`src/rtl/fetch_ctrl_if.sv`:
```
// Fetch-stage bus: instruction ROM address/data, redirect/halt control and the
// valid/ready instruction handshake toward decode.
interface fetch_ctrl_if #(
    parameter int AW    = 10,
    parameter int DW    = 32,
    parameter int DEPTH = 2
);
    localparam int CW = $clog2(DEPTH) + 1;

    logic [AW-1:0] imem_pc;
    logic [DW-1:0] imem_inst;
    logic          halt;
    logic          redirect_valid;
    logic [AW-1:0] redirect_pc;
    logic          if_valid;
    logic [DW-1:0] if_inst;
    logic [AW-1:0] if_pc;
    logic          id_ready;
    logic [CW-1:0] buf_count;

    modport master (
        output imem_pc,
        input  imem_inst,
        input  halt,
        input  redirect_valid,
        input  redirect_pc,
        output if_valid,
        output if_inst,
        output if_pc,
        input  id_ready,
        output buf_count
    );

    modport slave (
        input  imem_pc,
        output imem_inst,
        output halt,
        output redirect_valid,
        output redirect_pc,
        input  if_valid,
        input  if_inst,
        input  if_pc,
        output id_ready,
        input  buf_count
    );
endinterface

```
`src/rtl/fetch_ctrl.sv`:
```
// Fetch sequencer: owns the PC, reads the combinational ROM and queues
// {pc, inst} pairs in a small FIFO presented to decode over valid/ready.
module fetch_ctrl #(
    parameter int AW    = 10,
    parameter int DW    = 32,
    parameter int DEPTH = 2
) (
    input  logic           clk,
    input  logic           rst,
    fetch_ctrl_if.master   bus
);
    localparam int PW = $clog2(DEPTH);
    localparam int CW = PW + 1;

    logic [AW-1:0] pc_q,     pc_d;
    logic [PW-1:0] rd_ptr_q, rd_ptr_d;
    logic [PW-1:0] wr_ptr_q, wr_ptr_d;
    logic [CW-1:0] count_q,  count_d;
    logic [DW-1:0] inst_q [DEPTH];
    logic [AW-1:0] epc_q  [DEPTH];

    logic if_valid_w;
    logic pop_w;
    logic push_w;

    // A redirect masks the head so decode cannot accept an entry being flushed.
    always_comb begin
        if_valid_w = (count_q != '0) && !bus.redirect_valid;
        pop_w      = if_valid_w && bus.id_ready;
        push_w     = !bus.redirect_valid && !bus.halt &&
                     ((count_q < CW'(DEPTH)) || pop_w);
    end

    always_comb begin
        pc_d     = pc_q;
        rd_ptr_d = rd_ptr_q;
        wr_ptr_d = wr_ptr_q;
        count_d  = count_q;
        if (bus.redirect_valid) begin
            pc_d     = bus.redirect_pc;
            rd_ptr_d = '0;
            wr_ptr_d = '0;
            count_d  = '0;
        end else begin
            if (push_w) begin
                pc_d     = pc_q + AW'(1);
                wr_ptr_d = wr_ptr_q + PW'(1);
            end
            if (pop_w) begin
                rd_ptr_d = rd_ptr_q + PW'(1);
            end
            if (push_w && !pop_w) begin
                count_d = count_q + CW'(1);
            end else if (pop_w && !push_w) begin
                count_d = count_q - CW'(1);
            end
        end
    end

    always_ff @(posedge clk) begin
        if (rst) begin
            pc_q     <= '0;
            rd_ptr_q <= '0;
            wr_ptr_q <= '0;
            count_q  <= '0;
            for (int i = 0; i < DEPTH; i++) begin
                inst_q[i] <= '0;
                epc_q[i]  <= '0;
            end
        end else begin
            pc_q     <= pc_d;
            rd_ptr_q <= rd_ptr_d;
            wr_ptr_q <= wr_ptr_d;
            count_q  <= count_d;
            if (push_w) begin
                inst_q[wr_ptr_q] <= bus.imem_inst;
                epc_q[wr_ptr_q]  <= pc_q;
            end
        end
    end

    // Head fields are driven even when invalid so decode sees stable values.
    assign bus.imem_pc   = pc_q;
    assign bus.if_valid  = if_valid_w;
    assign bus.if_inst   = inst_q[rd_ptr_q];
    assign bus.if_pc     = epc_q[rd_ptr_q];
    assign bus.buf_count = count_q;

endmodule
```
`src/flat_wrapper.sv`:
```
// flat-port wrapper written by rule: the top's interface ports become plain ports
module fetch_ctrl_flat 
#(
    parameter int AW    = 10,
    parameter int DW    = 32,
    parameter int DEPTH = 2
)
  (clk, rst, bus_imem_pc, bus_imem_inst, bus_halt, bus_redirect_valid, bus_redirect_pc, bus_if_valid, bus_if_inst, bus_if_pc, bus_id_ready, bus_buf_count);
  fetch_ctrl_if #(.AW(AW), .DW(DW), .DEPTH(DEPTH)) bus_i ();
  input  logic clk;
  input  logic rst;
  output wire logic [$bits(bus_i.imem_pc)-1:0] bus_imem_pc;
  input wire logic [$bits(bus_i.imem_inst)-1:0] bus_imem_inst;
  input wire logic [$bits(bus_i.halt)-1:0] bus_halt;
  input wire logic [$bits(bus_i.redirect_valid)-1:0] bus_redirect_valid;
  input wire logic [$bits(bus_i.redirect_pc)-1:0] bus_redirect_pc;
  output wire logic [$bits(bus_i.if_valid)-1:0] bus_if_valid;
  output wire logic [$bits(bus_i.if_inst)-1:0] bus_if_inst;
  output wire logic [$bits(bus_i.if_pc)-1:0] bus_if_pc;
  input wire logic [$bits(bus_i.id_ready)-1:0] bus_id_ready;
  output wire logic [$bits(bus_i.buf_count)-1:0] bus_buf_count;
  assign bus_imem_pc = bus_i.imem_pc;
  assign bus_i.imem_inst = bus_imem_inst;
  assign bus_i.halt = bus_halt;
  assign bus_i.redirect_valid = bus_redirect_valid;
  assign bus_i.redirect_pc = bus_redirect_pc;
  assign bus_if_valid = bus_i.if_valid;
  assign bus_if_inst = bus_i.if_inst;
  assign bus_if_pc = bus_i.if_pc;
  assign bus_i.id_ready = bus_id_ready;
  assign bus_buf_count = bus_i.buf_count;
  fetch_ctrl #(.AW(AW), .DW(DW), .DEPTH(DEPTH)) u_core (.clk(clk), .rst(rst), .bus(bus_i));
endmodule
```
`config.mk`:
```
export PLATFORM = sky130hd
export DESIGN_NAME = fetch_ctrl_flat
export DESIGN_NICKNAME = d
export VERILOG_FILES = /design/src/rtl/fetch_ctrl_if.sv /design/src/rtl/fetch_ctrl.sv /design/src/flat_wrapper.sv
export SDC_FILE = /design/constraint.sdc
export NUM_CORES = 1
export LEC_CHECK = 0
export ABC_AREA = 1
export CAP_MARGIN = 20
export CORE_UTILIZATION = 30
export CTS_CLUSTER_SIZE = 28
export DETAILED_ROUTE_END_ITERATION = 12
export HOLD_SLACK_MARGIN = 0.15
export PLACE_DENSITY = 0.62
export SYNTH_ARGS = -nofsm -noshare
export SYNTH_HDL_FRONTEND = slang
export SYNTH_SLANG_ARGS = --single-unit
```
`constraint.sdc`:
```
create_clock -name clk -period 3.3 [get_ports clk]
set_clock_uncertainty 0.15 [all_clocks]
set_input_delay 0.33 -clock clk [delete_from_list [all_inputs] [get_ports clk]]
set_output_delay 0.33 -clock clk [all_outputs]
set_load 0.02 [all_outputs]
```
---- After elaboration in Yosys (flattened, before gate mapping) ----
Memory sizes are Yosys's and may differ from the RTL's. A register that Yosys moved wholly into a read port is not among the register bits.
Index checks and enable logic that the tools add are counted.
operators by class
  add/sub/neg operators ................... 5
  magnitude comparators ................... 1
  multiplexer cells ....................... 19
  reduce and logical (&&, ||, !) cells .... 17
operators by type and width
  kind                     count
  $mux W32                 1
  $reduce_or A32 Y1        1
  $mux W10                 3
  $mux W1                  13
  $add A10 B1 Y10 const B  1
  $reduce_or A10 Y1        1
  $logic_and A1 B1 Y1      6
  $reduce_bool A2 Y1       3
  $logic_not A1 Y1         4
  $mux W2                  2
  $add A1 B1 Y1 const B    2
  $add A2 B1 Y2 const B    1
  $lt A2 B2 Y1 const B     1
  $reduce_or A2 Y1         1
  $sub A2 B1 Y2 const B    1
  $logic_or A1 B1 Y1       1
storage, ports and cells
  register bits after elaboration ......... 14
  bits in writable memories ............... 84
  bits of input ports ..................... 47
  logic and storage cells ................. 48
  memories kept ........................... 2
memories
  memory         words  width  rd ports  clocked after memory_dff  write ports  line              RTL
  u_core.inst_q  2      32     1         1                         2            fetch_ctrl.sv:19  logic [DW-1:0] inst_q [DEPTH];
  u_core.epc_q   2      10     1         1                         2            fetch_ctrl.sv:20  logic [AW-1:0] epc_q [DEPTH];

---- Logic depth before layout (Yosys ltp) ----
  depth after elaboration ................. 10
  mapped depth ............................ 8
  mapped depth without buffers ............ 8

---- Worst setup path before layout ----
Ideal clock, no wire load.
  path type ............................... register -> register
  from .................................... register u_core.count_q[1], in the netlist u_core.bus.buf_count[1]
  to ...................................... memory u_core.epc_q[0][0], enable pin
  arrival time ............................ 1.820 ns
  data required time ...................... 2.606 ns
  setup slack ............................. 0.786 ns
  cell stages (with the launch flop) ...... 7
  clock period less this slack ............ 2.514 ns
  path through ............................ dfxtp_1 > inv_1 > o21ai_2 > inv_6 > nand3_4 > buf_6 > nand2_1
RTL lines
  item                    line              RTL
  start, declared         fetch_ctrl.sv:18  logic [CW-1:0] count_q, count_d;
  start signal, assigned  fetch_ctrl.sv:74  count_q <= count_d;
  end, declared           fetch_ctrl.sv:20

==> metrics.yaml <==
viasPerCell: 4.380
crit_type: "reg -> out"
wl_per_cell_um: 13.52
grt_pass1_wl_um: 14570
synth_compound_area_share_pct: 3.115
htree_num_levels: 3
path_cells: "buf_12 > mux2_2 > clkdlybuf4s50_1"
outcome: "completed"
synth.avg_cell_area_sq_um: 11.23
synth_cells: 397
dpl.hpwl_um: 6077
clk_path_buf_depth: 2
fin_crit_ns: 2.633
grt_pass1_vias: 3060
die_x_um: 123.9
die_h_um: 123.9
antenna_cells: 0
crit_required_ns: 2.82
holdBufCountCts: 0
numCtsBuffers: 9
row_count: 44
rsz0062_at_grt: "no"
grt_max_degree: 43
grt_usage_pct: 12.92
io_buffers: 101
cp_num_buf_inv: 2
grt_overflow: 0
finalCritPeriodShare_pct: 79.79
mostFrequentLayoutCell: "clkdlybuf4s50_1"
peakVddDrop_uv: 213.3
end_kind: "output port"
dieArea_sq_um: 15350
synth_fp_nets: 446
area_growth_pct: 33.68
synth-seq-cells: 99
cp_max_fo: 26
finalHoldViolCount: 0
tritoncts: "built"
core_region_area_sq_um: 14530
syn_area_sq_um: 4458
cp_slowest_cell: "dfxtp_2"
routabilityCongestion: 0.8025
top_layer: "met4"
setup_violations: 0
drive_gt1_share_pct: 14.62
worst_ep_arrival_time_ns: 2.15
synthMuxAreaShare_pct: 10.61
yosys.area_share.simple_pct: 13.95
layoutNonFillerInstCount: 690
slowest_delay_ns: 0.62
final_cell_mix: "clkdlybuf4s50_1 (101), nor2_1 (97), edfxtp_1 (84)"
slew_viol_final: 0
hold_path.class: "reg -> reg"
drcViolationCount: 0
p_per_area_nw_per_um2: 482.9
synth_top_family_by_area: "simple AND/OR/NAND/NOR gates"
met2_length_um: 4489
vias: 3022
slew_headroom_pct: 64.19
clk_pin_slew_ns: 0.07
synth-xor-area-share_pct: 0.3929
m1WireLength_um: 4196
post-place-cells: 674
post_cts_buffers: 0
cts_resized: 0
worst_pin_slew_ns: 0.5372
ios: 102
synth_warnings: 0
clk_latency_ns: 0.35
synthAdderAreaFrac_pct: 0.5613
finalNetCount: 550
start_util_pct: 30.67
cts-root-buf: "clkbuf_16"
antenna_found_initial: 0
synth.distinct_cells: 23
maxCapViolCount: 0
drt_iter0_drc: 192
totalWireLength_um: 9329
drtPass1Iterations: 4
cts.sinks: 99
fmax_mhz: 379.8
cpLargestDelayFamily: "buffers and inverters"
ant_nets: 0
leakage_uw: 0.002339
fin_tns_setup_ns: 0
wl_met3_um: 470
start_kind: "flop"
synth.yosys.seq_area_share_pct: 63.32
## cells in the mapped netlist
library cell / instances / area share [%]
nand2_1: 33 / 2.8
inv_1: 58 / 4.9
a211oi_1: 1 / 0.17
ha_1: 2 / 0.56
o21ai_0: 10 / 1.1
o21ai_2: 1 / 0.20
nand4_1: 1 / 0.14
buf_2: 4 / 0.45
nor2_2: 1 / 0.14
a22oi_1: 1 / 0.17
xor2_1: 1 / 0.20
xnor2_1: 1 / 0.20
nand3_4: 2 / 0.79
edfxtp_1: 84 / 57
nor4_1: 1 / 0.14
nand3_1: 16 / 1.8
inv_6: 1 / 0.20
buf_6: 9 / 2.3
mux2_2: 42 / 11
a21oi_1: 13 / 1.5
dfxtp_1: 15 / 6.7
nor2_1: 97 / 8.2
clkbuf_1: 3 / 0.25
## final cells by class
cell class / instances / area (sq um)
Clock inverter: 7 / 76.32
Tap cell: 184 / 230.2
Fill cell: 1432 / 8574
Timing Repair Buffer: 109 / 1096
Sequential cell: 99 / 2824
Clock buffer: 9 / 225.2
Inverter: 59 / 226.5
Multi-Input combinational cell: 223 / 1281
## final timing paths
check,startpoint,to,slack (ns),cells after the start
worst max register to register,u_core.bus.buf_count[1],u_core.inst_q[0][6],1.26,7
worst min register to register,u_core.rd_ptr_q,u_core.rd_ptr_q,0.33,2
worst min-delay path,u_core.rd_ptr_q,u_core.rd_ptr_q,0.33,2
worst max-delay path,flop,bus_if_pc[7],0.67,3
## kinds of logic (layout without fill, tap and decap cells)
| logic type | Yosys count | after routing |
|---|---|---|
| adders and majority gates | 2 | 2 |
| DFF | 99 | 99 |
| and+or+nand+nor | 151 | 151 |
| AOI/OAI and AO/OA | 26 | 26 |
| xor gates and xnor gates | 2 | 2 |
| buffers and inverters | 75 | 184 |
| muxes | 42 | 42 |
## report_power, final
group	switching [uW]	total [uW]	leakage (uW)	internal (uW)
Sequential	26.5	1450	0.000994	1420
Combinational	185	364	0.00120	179
Clock	475	1070	0.000142	593
Total	687	2880	0.00234	2190
## layer usage
layer / track usage, % / vias to the layer above
met5: 0 / -
met2: 21.32 / 83
met4: 6.250 / 0
met1: 15.97 / 1413
met3: 2.885 / 11
li1: - / 1515
## stage by stage
stage          worst slack (ns)  hold WS (ns)  instance area, sq um  util, %  total power, uW
3_5_place_dp             0.7350        0.3159                  5658    38.93             1843
5_1_grt                  0.5506        0.3602                  5959    41.00             2987
2_1_floorplan            0.7864        0.2974                  4458        -             1654
3_3_place_gp             0.7984        0.3116                  5658    38.93             1837
6_report                 0.6670        0.3271                  5959    41.00             2878
4_1_cts                  0.5980        0.3271                  5959    41.00             2914
## state kept, by name, summed over array words and instances, names as in the netlist, named ones only
| name | flops |
|---|---|
| u_core.wr_ptr_q | 1 |
| u_core.bus.imem_pc | 10 |
| u_core.inst_q | 64 |
| u_core.epc_q | 20 |
| u_core.bus.buf_count | 2 |
| u_core.rd_ptr_q | 1 |
## worst register-to-register path, stage by stage, from the launching register on
cell and delay (ns):
dfxtp_1 0.31, inv_1 0.11, o21ai_2 0.06, buf_4 0.18
inv_6 0.12, nand3_4 0.07, nand2_2 0.37, buf_4 0.34
No activity file was read; power rests on OpenSTA's default activity.
